--- config.mk ---
export PLATFORM = sky130hd
export DESIGN_NAME = walker_anim_ctrl
export DESIGN_NICKNAME = d
export VERILOG_FILES = /design/src/rtl/walker_anim_ctrl.sv
export SDC_FILE = /design/constraint.sdc
export NUM_CORES = 1
export LEC_CHECK = 0
export CORE_ASPECT_RATIO = 0.9
export CORE_UTILIZATION = 49
export DETAILED_ROUTE_END_ITERATION = 8
export PLACE_DENSITY = 0.88
export SYNTH_ARGS = -nofsm -noshare
export SYNTH_HDL_FRONTEND = slang
export SYNTH_SLANG_ARGS = --single-unit
--- constraint.sdc ---
create_clock -name clk -period 2.2 [get_ports clk]
set_input_delay 0.66 -clock clk [delete_from_list [all_inputs] [get_ports clk]]
set_output_delay 0.66 -clock clk [all_outputs]
set_load 0.01 [all_outputs]
--- src/rtl/walker_anim_ctrl.sv ---
// Walking-man frame sequencer: advances a frame index on prescaled time-base strobes in walk phases.
// Optional blink of the figure at low countdown is built only with WALKER_BLINK_EN defined.
module walker_anim_ctrl #(
  parameter int FRAME_W      = 4,
  parameter int NUM_FRAMES   = 16,
  parameter int PHASE_W      = 3,
  parameter int PRESC_W      = 8,
  parameter int SLOW_PH      = 0,
  parameter int FAST_PH      = 1,
  parameter int SLOW_DIV     = 16,
  parameter int FAST_DIV     = 8,
  parameter int BLINK_THRESH = 3
) (
  input  logic               clk,
  input  logic               rst,
  input  logic [PHASE_W-1:0] cur_phase,
  input  logic               minus_1,
  input  logic [3:0]         seven_num,
  output logic [FRAME_W-1:0] man_state,
  output logic               walk_active,
  output logic               frame_wrap,
  output logic               man_visible
);

  // A divider of 0 or 1 both mean "advance on every strobe".
  function automatic logic [PRESC_W-1:0] div_last(input int div);
    if (div <= 1) begin
      return {PRESC_W{1'b0}};
    end else begin
      return PRESC_W'(div - 1);
    end
  endfunction

  localparam logic [PHASE_W-1:0] SLOW_CODE  = PHASE_W'(SLOW_PH);
  localparam logic [PHASE_W-1:0] FAST_CODE  = PHASE_W'(FAST_PH);
  localparam logic [FRAME_W-1:0] LAST_FRAME = FRAME_W'(NUM_FRAMES - 1);
  localparam logic [FRAME_W-1:0] FRAME_ONE  = {{(FRAME_W-1){1'b0}}, 1'b1};
  localparam logic [PRESC_W-1:0] PRESC_ONE  = {{(PRESC_W-1){1'b0}}, 1'b1};
  localparam logic [PRESC_W-1:0] SLOW_LAST  = div_last(SLOW_DIV);
  localparam logic [PRESC_W-1:0] FAST_LAST  = div_last(FAST_DIV);

  logic [PHASE_W-1:0] phase_q_r;
  logic [PRESC_W-1:0] presc_r;
  logic [PRESC_W-1:0] presc_last_s;
  logic               is_slow_s;
  logic               is_walk_s;
  logic               change_s;
  logic               strobe_s;
  logic               advance_s;

  // Phase decode, change detect and frame-advance qualification.
  always_comb begin
    is_slow_s = (cur_phase == SLOW_CODE);
    is_walk_s = is_slow_s || (cur_phase == FAST_CODE);
    change_s  = (cur_phase != phase_q_r);
    if (is_slow_s) begin
      presc_last_s = SLOW_LAST;
    end else begin
      presc_last_s = FAST_LAST;
    end
    strobe_s  = !change_s && is_walk_s && minus_1;
    advance_s = strobe_s && (presc_r == presc_last_s);
  end

  // Prescaler, frame counter and phase tracking; a phase change wins over a strobe.
  always_ff @(posedge clk or negedge rst) begin
    if (!rst) begin
      phase_q_r   <= {PHASE_W{1'b1}};
      presc_r     <= {PRESC_W{1'b0}};
      man_state   <= {FRAME_W{1'b0}};
      walk_active <= 1'b0;
      frame_wrap  <= 1'b0;
    end else begin
      phase_q_r   <= cur_phase;
      walk_active <= is_walk_s;
      frame_wrap  <= 1'b0;
      if (change_s || !is_walk_s) begin
        presc_r   <= {PRESC_W{1'b0}};
        man_state <= {FRAME_W{1'b0}};
      end else if (advance_s) begin
        presc_r <= {PRESC_W{1'b0}};
        if (man_state == LAST_FRAME) begin
          man_state  <= {FRAME_W{1'b0}};
          frame_wrap <= 1'b1;
        end else begin
          man_state <= man_state + FRAME_ONE;
        end
      end else if (strobe_s) begin
        presc_r <= presc_r + PRESC_ONE;
      end else begin
        presc_r <= presc_r;
      end
    end
  end

`ifdef WALKER_BLINK_EN
  logic blink_cond_s;

  // Blinking is allowed only while walking fast with a low countdown.
  always_comb begin
    blink_cond_s = (cur_phase == FAST_CODE) && (int'(seven_num) <= BLINK_THRESH);
  end

  // The visibility register doubles as the blink toggle.
  always_ff @(posedge clk or negedge rst) begin
    if (!rst) begin
      man_visible <= 1'b1;
    end else if (change_s || !blink_cond_s) begin
      man_visible <= 1'b1;
    end else if (advance_s) begin
      man_visible <= ~man_visible;
    end else begin
      man_visible <= man_visible;
    end
  end
`else
  logic unused_blink_s;

  assign unused_blink_s = (^seven_num) ^ (BLINK_THRESH > 15);
  assign man_visible    = 1'b1;
`endif

endmodule

==> results.json, run 1 <==
{
  "cts.sinks": 17,
  "fin_ws_ps": 223,
  "cp.arrival_ps": 2200,
  "synth_top_area_share_pct": 40.3,
  "synth_compound_area_share_pct": 9.08,
  "gp_congestion": 0.829,
  "p_sw_share_pct": 22.9,
  "final_cell_area_mm2": 0.00106,
  "finalPower_uw": 531,
  "final_common_cell": "dfrtp_1",
  "finalHoldViolCount": 0,
  "core_area_mm2": 0.00166,
  "power_frac_clock_pct": 31.8,
  "area_growth_pct": 22.6,
  "synthSimpleGateAreaFrac_pct": 27.7,
  "initial_core_util_pct": 52.2,
  "port-buffer-count": 11,
  "route.detailed.drc": 0,
  "critical_path_peak_fanout": 9,
  "drt-total-wl_mm": 1.75,
  "rsz0062_at_grt": "no",
  "ys_top_cells_by_area": "dfrtp_1 40%, dfstp_2 9.1%, nor2_1 5.6%, nand4_1 3.6%, xnor2_1 3.0%",
  "cts_buffers": 3,
  "setup-violations-final": 0,
  "p_comb_share_pct": 8.0,
  "grt_pass1_wl_mm": 2.97,
  "die_h_um": 41.9,
  "maxCapViolCount": 0,
  "synth-seq-cells": 17,
  "viasPerCell": 5.43,
  "slew_viol_final": 0,
  "finalCriticalPeriod_ps": 1980,
  "run_status": "completed",
  "ant_nets": 0,
  "avgSynthCellArea_um2": 10.5,
  "p_leak_uw": 0.000424,
  "syn_inst": 83,
  "clkSlewWorstSetupHoldPaths_ps": 90,
  "hold_path.class": "reg2reg",
  "detail_route.wl_per_cell_um": 13.9,
  "seq_area_frac_synth_pct": 49.4,
  "die_w_um": 46.4,
  "fin_util_pct": 64.0,
  "yosysWarningCount": 0,
  "drive_gt1_share_pct": 15.7,
  "yosys.area.top_type": "dfrtp_1",
  "grt_usage_pct": 22.2,
  "io_pins": 17,
  "cp-end-kind": "flop",
  "synthDistinctLibCells": 28,
  "synth_mux_area_share_pct": 2.31,
  "post-dp-hpwl_mm": 1.27,
  "cts_buffer_depth": 2,
  "syn_area_um2": 868,
  "crit_required_ps": 2420,
  "antenna_found_initial": 0,
  "drtPass1Iterations": 4,
  "rows": 14,
  "drt_iter0_markers": 18,
  "crit_path_start_kind": "primary input",
  "cts_tree": "yes",
  "postCtsResizedCells": 0,
  "antenna_cells": 0,
  "path_class": "in2reg",
  "cts_root_buf": "clkbuf_4",
  "synth_top_family_by_area": "simple AND/OR/NAND/NOR gates",
  "dp_slack_ps": -79.4,
  "reg2reg_slack_ps": 410,
  "worstSkewPairLatency_ps": 300,
  "pwr_density_cell_mw_per_mm2": 499,
  "dpl_cell_area_mm2": 0.00104,
  "yosys.area_share.adder_pct": 2.88,
  "grt_overflow_total": 0,
  "ir_drop_v": 0.000240,
  "syn_nets": 95,
  "period_share_pct": 89.9,
  "synth_xor_area_share_pct": 6.05,
  "final_cell_mix": "14 x dfrtp_1, 13 x nor2_1, 11 x clkdlybuf4s50_1, 6 x buf_4",
  "pwr-share-seq_pct": 60.2,
  "die_area_mm2": 0.00194,
  "nFillCells": 135,
  "nets": 115,
  "skew_ps": 6.29,
  "grt_pass1_vias": 658,
  "grt_max_degree": 18,
  "fmax_mhz": 506,
  "cts_hold_buf": 0,
  "postCtsSetupBuffers": 0,
  "p_int_uw": 409,
  "num_vias": 684,
  "htree_levels": 1,
  "switching_power_uw": 122
}
[final timing paths]
kind / start / end / cells past startpoint
min reg2reg: man_state[1] / man_state[1] / 2
max reg2reg: presc_r[0] / man_state[3] / 5
min in group asynchronous: rst / presc_r[3] / 2
min: man_state[1] / man_state[1] / 2
max: cur_phase[0] / man_state[3] / 5
max in group asynchronous: rst / phase_q_r[2] / 2
[cells by family (layout without fill, tap and decap cells)]
| group | after synthesis | after routing |
|---|---|---|
| xor+xnor | 6 | 6 |
| compound gates | 12 | 12 |
| fa+ha+maj | 2 | 2 |
| simple gates | 40 | 40 |
| other cells | 1 | 1 |
| mux | 2 | 2 |
| buf+inv | 3 | 22 |
| flops | 17 | 17 |
[stage by stage]
stage,TNS [ps],hold WS (ps),std cells
3_5_place_dp,-421,579,122
6_report,0,586,126
5_1_grt,0,625,126
2_1_floorplan,0,364,83
4_1_cts,0,593,126
3_3_place_gp,-144,548,122
[power by group through the flow]
stage / sequential (µW) / clock, µW / combinational (µW)
2_1_floorplan: 326 / 0 / 13.3
3_3_place_gp: 326 / 0 / 41.2
3_5_place_dp: 326 / 0 / 42.6
4_1_cts: 320 / 175 / 42.8
5_1_grt: 320 / 188 / 47.0
6_report: 320 / 169 / 42.6
[synthesized netlist by cell type]
library cell,instances
nand2_1,5
nor3_1,2
and3_1,1
dfstp_2,3
and4bb_1,1
mux2i_1,2
nand2b_1,2
or3b_1,1
xor2_1,3
and2_1,1
a21oi_1,5
nand4_1,5
dfrtp_1,14
nor2b_1,1
xnor2_1,3
nand3_1,3
nand4_4,1
o211ai_1,1
buf_4,2
or3_1,2
o31ai_4,1
conb_1,1
or4_4,1
nor3b_4,1
ha_1,2
o21ai_0,5
nor2_1,13
inv_1,1
[state kept, by name, summed over array words and instances, names as in the netlist]
name and cells:
presc_r 8, frame_wrap 1, phase_q_r 3, man_state 4
walk_active 1
[critical path, stage by stage]
cell             delay (ps)
clkdlybuf4s50_1         480
o31ai_4                 330
nand4_4                 190
or3_1                   380
a21oi_1                 150
[per-layer routing]
layer	vias up	global-route usage, %	wire length (µm)
met3	7	4.35	63
met5	-	0	0
li1	329	-	-
met2	19	33.9	848
met1	329	27.6	776
met4	0	14.1	65
[layout make-up]
type                    count  area [µm²]  share of cell area, %
clock buffers               4        26.3                   2.47
repair buffers             17         155                   14.6
inverters                   1        3.75                  0.353
flip-flops and latches     17         429                   40.3
well taps                  24        30.0                   2.82
multi-input cells          63         420                   39.5
Power figures use the tool's default switching activity.
==> run 2: changes to the inputs <==
--- a/config.mk
+++ b/config.mk
@@ -5,10 +5,10 @@
 export SDC_FILE = /design/constraint.sdc
 export NUM_CORES = 1
 export LEC_CHECK = 0
-export CORE_ASPECT_RATIO = 0.9
 export CORE_UTILIZATION = 49
 export DETAILED_ROUTE_END_ITERATION = 8
 export PLACE_DENSITY = 0.88
+export SKIP_LAST_GASP = 1
 export SYNTH_ARGS = -nofsm -noshare
 export SYNTH_HDL_FRONTEND = slang
 export SYNTH_SLANG_ARGS = --single-unit
==> results.json, run 2 (synthesis gave the netlist of run 1 again) <==
{
  "wl_met2_um": 902,
  "cp_slowest_cell": "clkdlybuf4s50_1",
  "cts_tree": "yes",
  "detail_route.wl_per_cell_um": 14.8,
  "drt_iter0_markers": 20,
  "clkSlewWorstSetupHoldPaths_ps": 90,
  "pwr_density_cell_mw_per_mm2": 499,
  "run_status": "completed",
  "antenna_cells": 0,
  "cts_hold_buf": 0,
  "path_buf_inv": 1,
  "io_pins": 17,
  "cp.arrival_ps": 2220,
  "nets": 115,
  "antenna_found_initial": 0,
  "rows": 14,
  "maxCapViolCount": 0,
  "num_vias": 698,
  "ant_nets": 0,
  "critical_path_peak_fanout": 9,
  "die_area_mm2": 0.00194,
  "grt_pass1_wl_mm": 3.04,
  "finalPower_uw": 526,
  "cts_buffers": 3,
  "fin_util_pct": 66.9,
  "grt_usage_pct": 21.7,
  "ir_drop_v": 0.000402,
  "grt_pass1_vias": 712,
  "finalCriticalPeriod_ps": 2020,
  "hold_ws_ps": 591,
  "reg_top3": "presc_r x8, man_state x4, phase_q_r x3",
  "port-buffer-count": 11,
  "largest_reg_flops": 8,
  "cts.sinks": 17,
  "gp_congestion": 0.770,
  "cpPeakStageDelay_ps": 480,
  "top_register": "presc_r",
  "viasPerCell": 5.92,
  "skew_ps": 6.67,
  "finalHoldViolCount": 0,
  "grt_overflow_total": 0,
  "route.detailed.drc": 0,
  "drive_gt1_share_pct": 15.7,
  "met3WireLength_um": 62,
  "period_share_pct": 91.9,
  "final_common_cell": "dfrtp_1",
  "initial_core_util_pct": 55.1,
  "cp-end-kind": "flop",
  "placed_cells": 114,
  "cp_cell_sequence": "clkdlybuf4s50_1 -> o31ai_4 -> nand4_4 -> or3_1 -> a21oi_1",
  "fmax_mhz": 495,
  "final_cells": 118,
  "area_growth_pct": 21.5,
  "worstSkewPairLatency_ps": 280,
  "cts_root_buf": "clkbuf_4",
  "postCtsSetupBuffers": 0,
  "regArea_um2": 429,
  "critPathTopFamily": "simple AND/OR/NAND/NOR gates",
  "slew_viol_final": 0,
  "core_area_mm2": 0.00158,
  "drt-total-wl_mm": 1.75,
  "routed.top_layer": "met4",
  "rsz0062_at_grt": "no",
  "setup-violations-final": 0,
  "postCtsResizedCells": 0,
  "met1_length_um": 731,
  "crit_path_start_kind": "primary input",
  "multiInputGateArea_um2": 420,
  "grt_max_degree": 18,
  "die_h_um": 44.1,
  "post-dp-hpwl_mm": 1.21,
  "die_w_um": 44.1,
  "path_class": "in2reg",
  "nFillCells": 112,
  "htree_levels": 1,
  "hold_path.class": "reg2reg",
  "crit_required_ps": 2400,
  "cts_buffer_depth": 2,
  "p_leak_uw": 0.000424,
  "drtPass1Iterations": 6,
  "final_cell_mix": "14 x dfrtp_1, 13 x nor2_1, 11 x clkdlybuf4s50_1, 6 x buf_4"
}
-- run 2: cell counts in the layout (fill, tap and decap cells not counted) --
No cell type changed its count.
-- run 2: cell type report --
class                   count  area share, %
well taps                  16           1.90
repair buffers             17           14.7
clock buffers               4           2.49
flip-flops and latches     17           40.7
multi-input cells          63           39.9
inverters                   1          0.356
-- run 2: power breakdown --
group | switching (µW) | internal [µW] | leakage, µW
clock network | 93.7 | 70.3 | 0.0000150
registers | 1.66 | 318 | 0.000226
logic | 21.9 | 20.4 | 0.000183
-- run 2: worst min-delay path: cells and delay by family, from the launching register on --
family	cells	cell delay, ps
muxes	1	90
and+or+nand+nor	1	80
DFF	1	390
-- run 2: metrics by stage --
step / setup WS (ps) / cell area, µm² / setup TNS [ps]
after CTS: 188 / 1050 / 0
after detailed placement: -87.2 / 1030 / -466
after global placement: -41.9 / 1030 / -156
final: 179 / 1050 / 0
after floorplan: 451 / 868 / 0
after global routing: 114 / 1050 / 0
-- run 2: worst paths after layout --
check                      cells past startpoint    startpoint  slack, ps            to
max                                            5  cur_phase[0]        180  man_state[3]
min                                            2  man_state[1]        590  man_state[1]
max reg2reg                                    5    presc_r[1]        400  man_state[3]
min reg2reg                                    2  man_state[1]        590  man_state[1]
max in group asynchronous                      2           rst       1260  phase_q_r[0]
min in group asynchronous                      2           rst        690    presc_r[2]
-- run 2: per-layer routing --
layer / global-route usage [%] / vias to the layer above
met5: 0 / -
met4: 13.9 / 0
met3: 4.90 / 6
met2: 35.6 / 25
met1: 25.7 / 337
li1: - / 330
==> run 3: changes to the inputs <==
--- a/config.mk
+++ b/config.mk
@@ -5,9 +5,9 @@
 export SDC_FILE = /design/constraint.sdc
 export NUM_CORES = 1
 export LEC_CHECK = 0
-export CORE_UTILIZATION = 49
+export CORE_UTILIZATION = 29
 export DETAILED_ROUTE_END_ITERATION = 8
-export PLACE_DENSITY = 0.88
+export PLACE_DENSITY = 0.55
 export SKIP_LAST_GASP = 1
 export SYNTH_ARGS = -nofsm -noshare
 export SYNTH_HDL_FRONTEND = slang
==> constraint.sdc (replaced) <==
create_clock -name clk -period 2.3 [get_ports clk]
set_input_delay 0.69 -clock clk [delete_from_list [all_inputs] [get_ports clk]]
set_output_delay 0.69 -clock clk [all_outputs]
set_load 0.01 [all_outputs]
==> results.json, run 3 (synthesis gave the netlist of run 1 again) <==
{
  "violations": "DRC",
  "post-dp-hpwl_mm": 1.17,
  "final_cell_mix": "14 x dfrtp_1, 13 x nor2_1, 11 x clkdlybuf4s50_1, 7 x buf_4",
  "ant_nets": 0,
  "rows": 19,
  "drive_gt1_share_pct": 17.5,
  "core_area_mm2": 0.00281,
  "drt_iter0_markers": 16,
  "die_w_um": 56.7,
  "cp.arrival_ps": 2190,
  "grt_pass1_wl_mm": 2.62,
  "rsz0062_at_grt": "no",
  "pwr_density_cell_mw_per_mm2": 472,
  "route.detailed.drc": 3,
  "cts_buffers": 3,
  "cts_buffer_depth": 2,
  "fmax_mhz": 499,
  "htree_levels": 1,
  "cts_root_buf": "clkbuf_4",
  "final_common_cell": "dfrtp_1",
  "hold_path.class": "reg2reg",
  "finalHoldViolCount": 0,
  "io_pins": 17,
  "ir_drop_v": 0.000178,
  "period_share_pct": 87.1,
  "area_growth_pct": 24.9,
  "drt-total-wl_mm": 1.58,
  "cts_hold_buf": 0,
  "cts_tree": "yes",
  "maxCapViolCount": 0,
  "setup-violations-final": 0,
  "detail_route.wl_per_cell_um": 11.8,
  "top_register": "presc_r",
  "antenna_found_initial": 0,
  "die_area_mm2": 0.00322,
  "reg_top3": "presc_r x8, man_state x4, phase_q_r x3",
  "setup-tns-final_ps": 0,
  "gp_congestion": 0.724,
  "drtPass1Iterations": 6,
  "postCtsSetupBuffers": 0,
  "num_vias": 674,
  "die_h_um": 56.7,
  "clkSlewWorstSetupHoldPaths_ps": 100,
  "antenna_cells": 0,
  "cts.sinks": 17,
  "nFillCells": 295,
  "slew_viol_final": 0,
  "cp-end-kind": "flop",
  "nets": 116,
  "path_class": "in2reg",
  "p_leak_uw": 0.000428,
  "run_status": "complete, but fails checks",
  "finalCriticalPeriod_ps": 2000,
  "viasPerCell": 5.03,
  "grt_usage_pct": 10.8,
  "grt_pass1_vias": 618,
  "worstSkewPairLatency_ps": 290,
  "grt_max_degree": 18,
  "finalPower_uw": 512,
  "critical_path_peak_fanout": 9,
  "initial_core_util_pct": 31.0,
  "skew_ps": 2.92,
  "postCtsResizedCells": 0,
  "crit_path_start_kind": "primary input",
  "crit_required_ps": 2490,
  "port-buffer-count": 11,
  "largest_reg_flops": 8,
  "grt_overflow_total": 0
}
-- run 3: cell count changes in the layout (fill, tap and decap cells not counted) --
| cell | previous run | this run |
|---|---|---|
| clkinvlp_4 | 0 | 1 |
| clkbuf_1 | 1 | 0 |
| buf_4 | 6 | 7 |
-- run 3: stage by stage --
step / cell area (µm²) / setup slack, ps / hold slack (ps) / std cells / util [%]
detailed placement: 1050 / -9.42 / 560 / 130 / 37.6
global placement: 1050 / 10.5 / 556 / 130 / 37.6
finish: 1080 / 297 / 573 / 134 / 38.7
CTS: 1080 / 302 / 575 / 134 / 38.7
global route: 1080 / 235 / 607 / 134 / 38.7
floorplan: 868 / 521 / 394 / 83 / -
-- run 3: path summary, 6_finish.rpt --
kind,cells past startpoint,to,start,slack (ps)
worst max register to register,5,man_state[3],presc_r[0],550
worst min-delay path,2,man_state[0],man_state[0],570
min in group asynchronous,2,presc_r[7],rst,700
max in group asynchronous,2,phase_q_r[1],rst,1340
worst max-delay path,5,man_state[1],cur_phase[0],300
worst min register to register,2,man_state[0],man_state[0],570
-- run 3: where the power goes --
part	internal (µW)	leakage, µW	switching [µW]
clock	66.1	0.0000139	99.5
combinational	19.8	0.000188	20.4
sequential	305	0.000226	1.39
total	390	0.000428	121
-- run 3: worst max-delay path, stage by stage --
cell and delay, ps:
clkdlybuf4s50_1 490, or4_4 600, nand4_4 160, mux2i_1 200
nor2_1 60
-- run 3: layout make-up --
| class | count | area (µm²) | area share (%) |
|---|---|---|---|
| sequential | 17 | 429 | 39.6 |
| multi-input combinational | 63 | 420 | 38.8 |
| timing repair buffer | 18 | 163 | 15.0 |
| tap | 31 | 38.8 | 3.58 |
| clock buffer | 3 | 22.5 | 2.08 |
| clock inverter | 1 | 7.51 | 0.692 |
| inverter | 1 | 3.75 | 0.346 |
-- run 3: layer usage --
metal | share of wire (%) | global-route usage (%) | vias to the layer above | wire length (µm)
li1 | - | - | 332 | -
met1 | 48 | 13.9 | 323 | 761
met2 | 46 | 16.2 | 17 | 731
met3 | 4.6 | 2.76 | 2 | 73
met4 | 1.2 | 6.43 | 0 | 19
met5 | 0 | 0 | - | 0
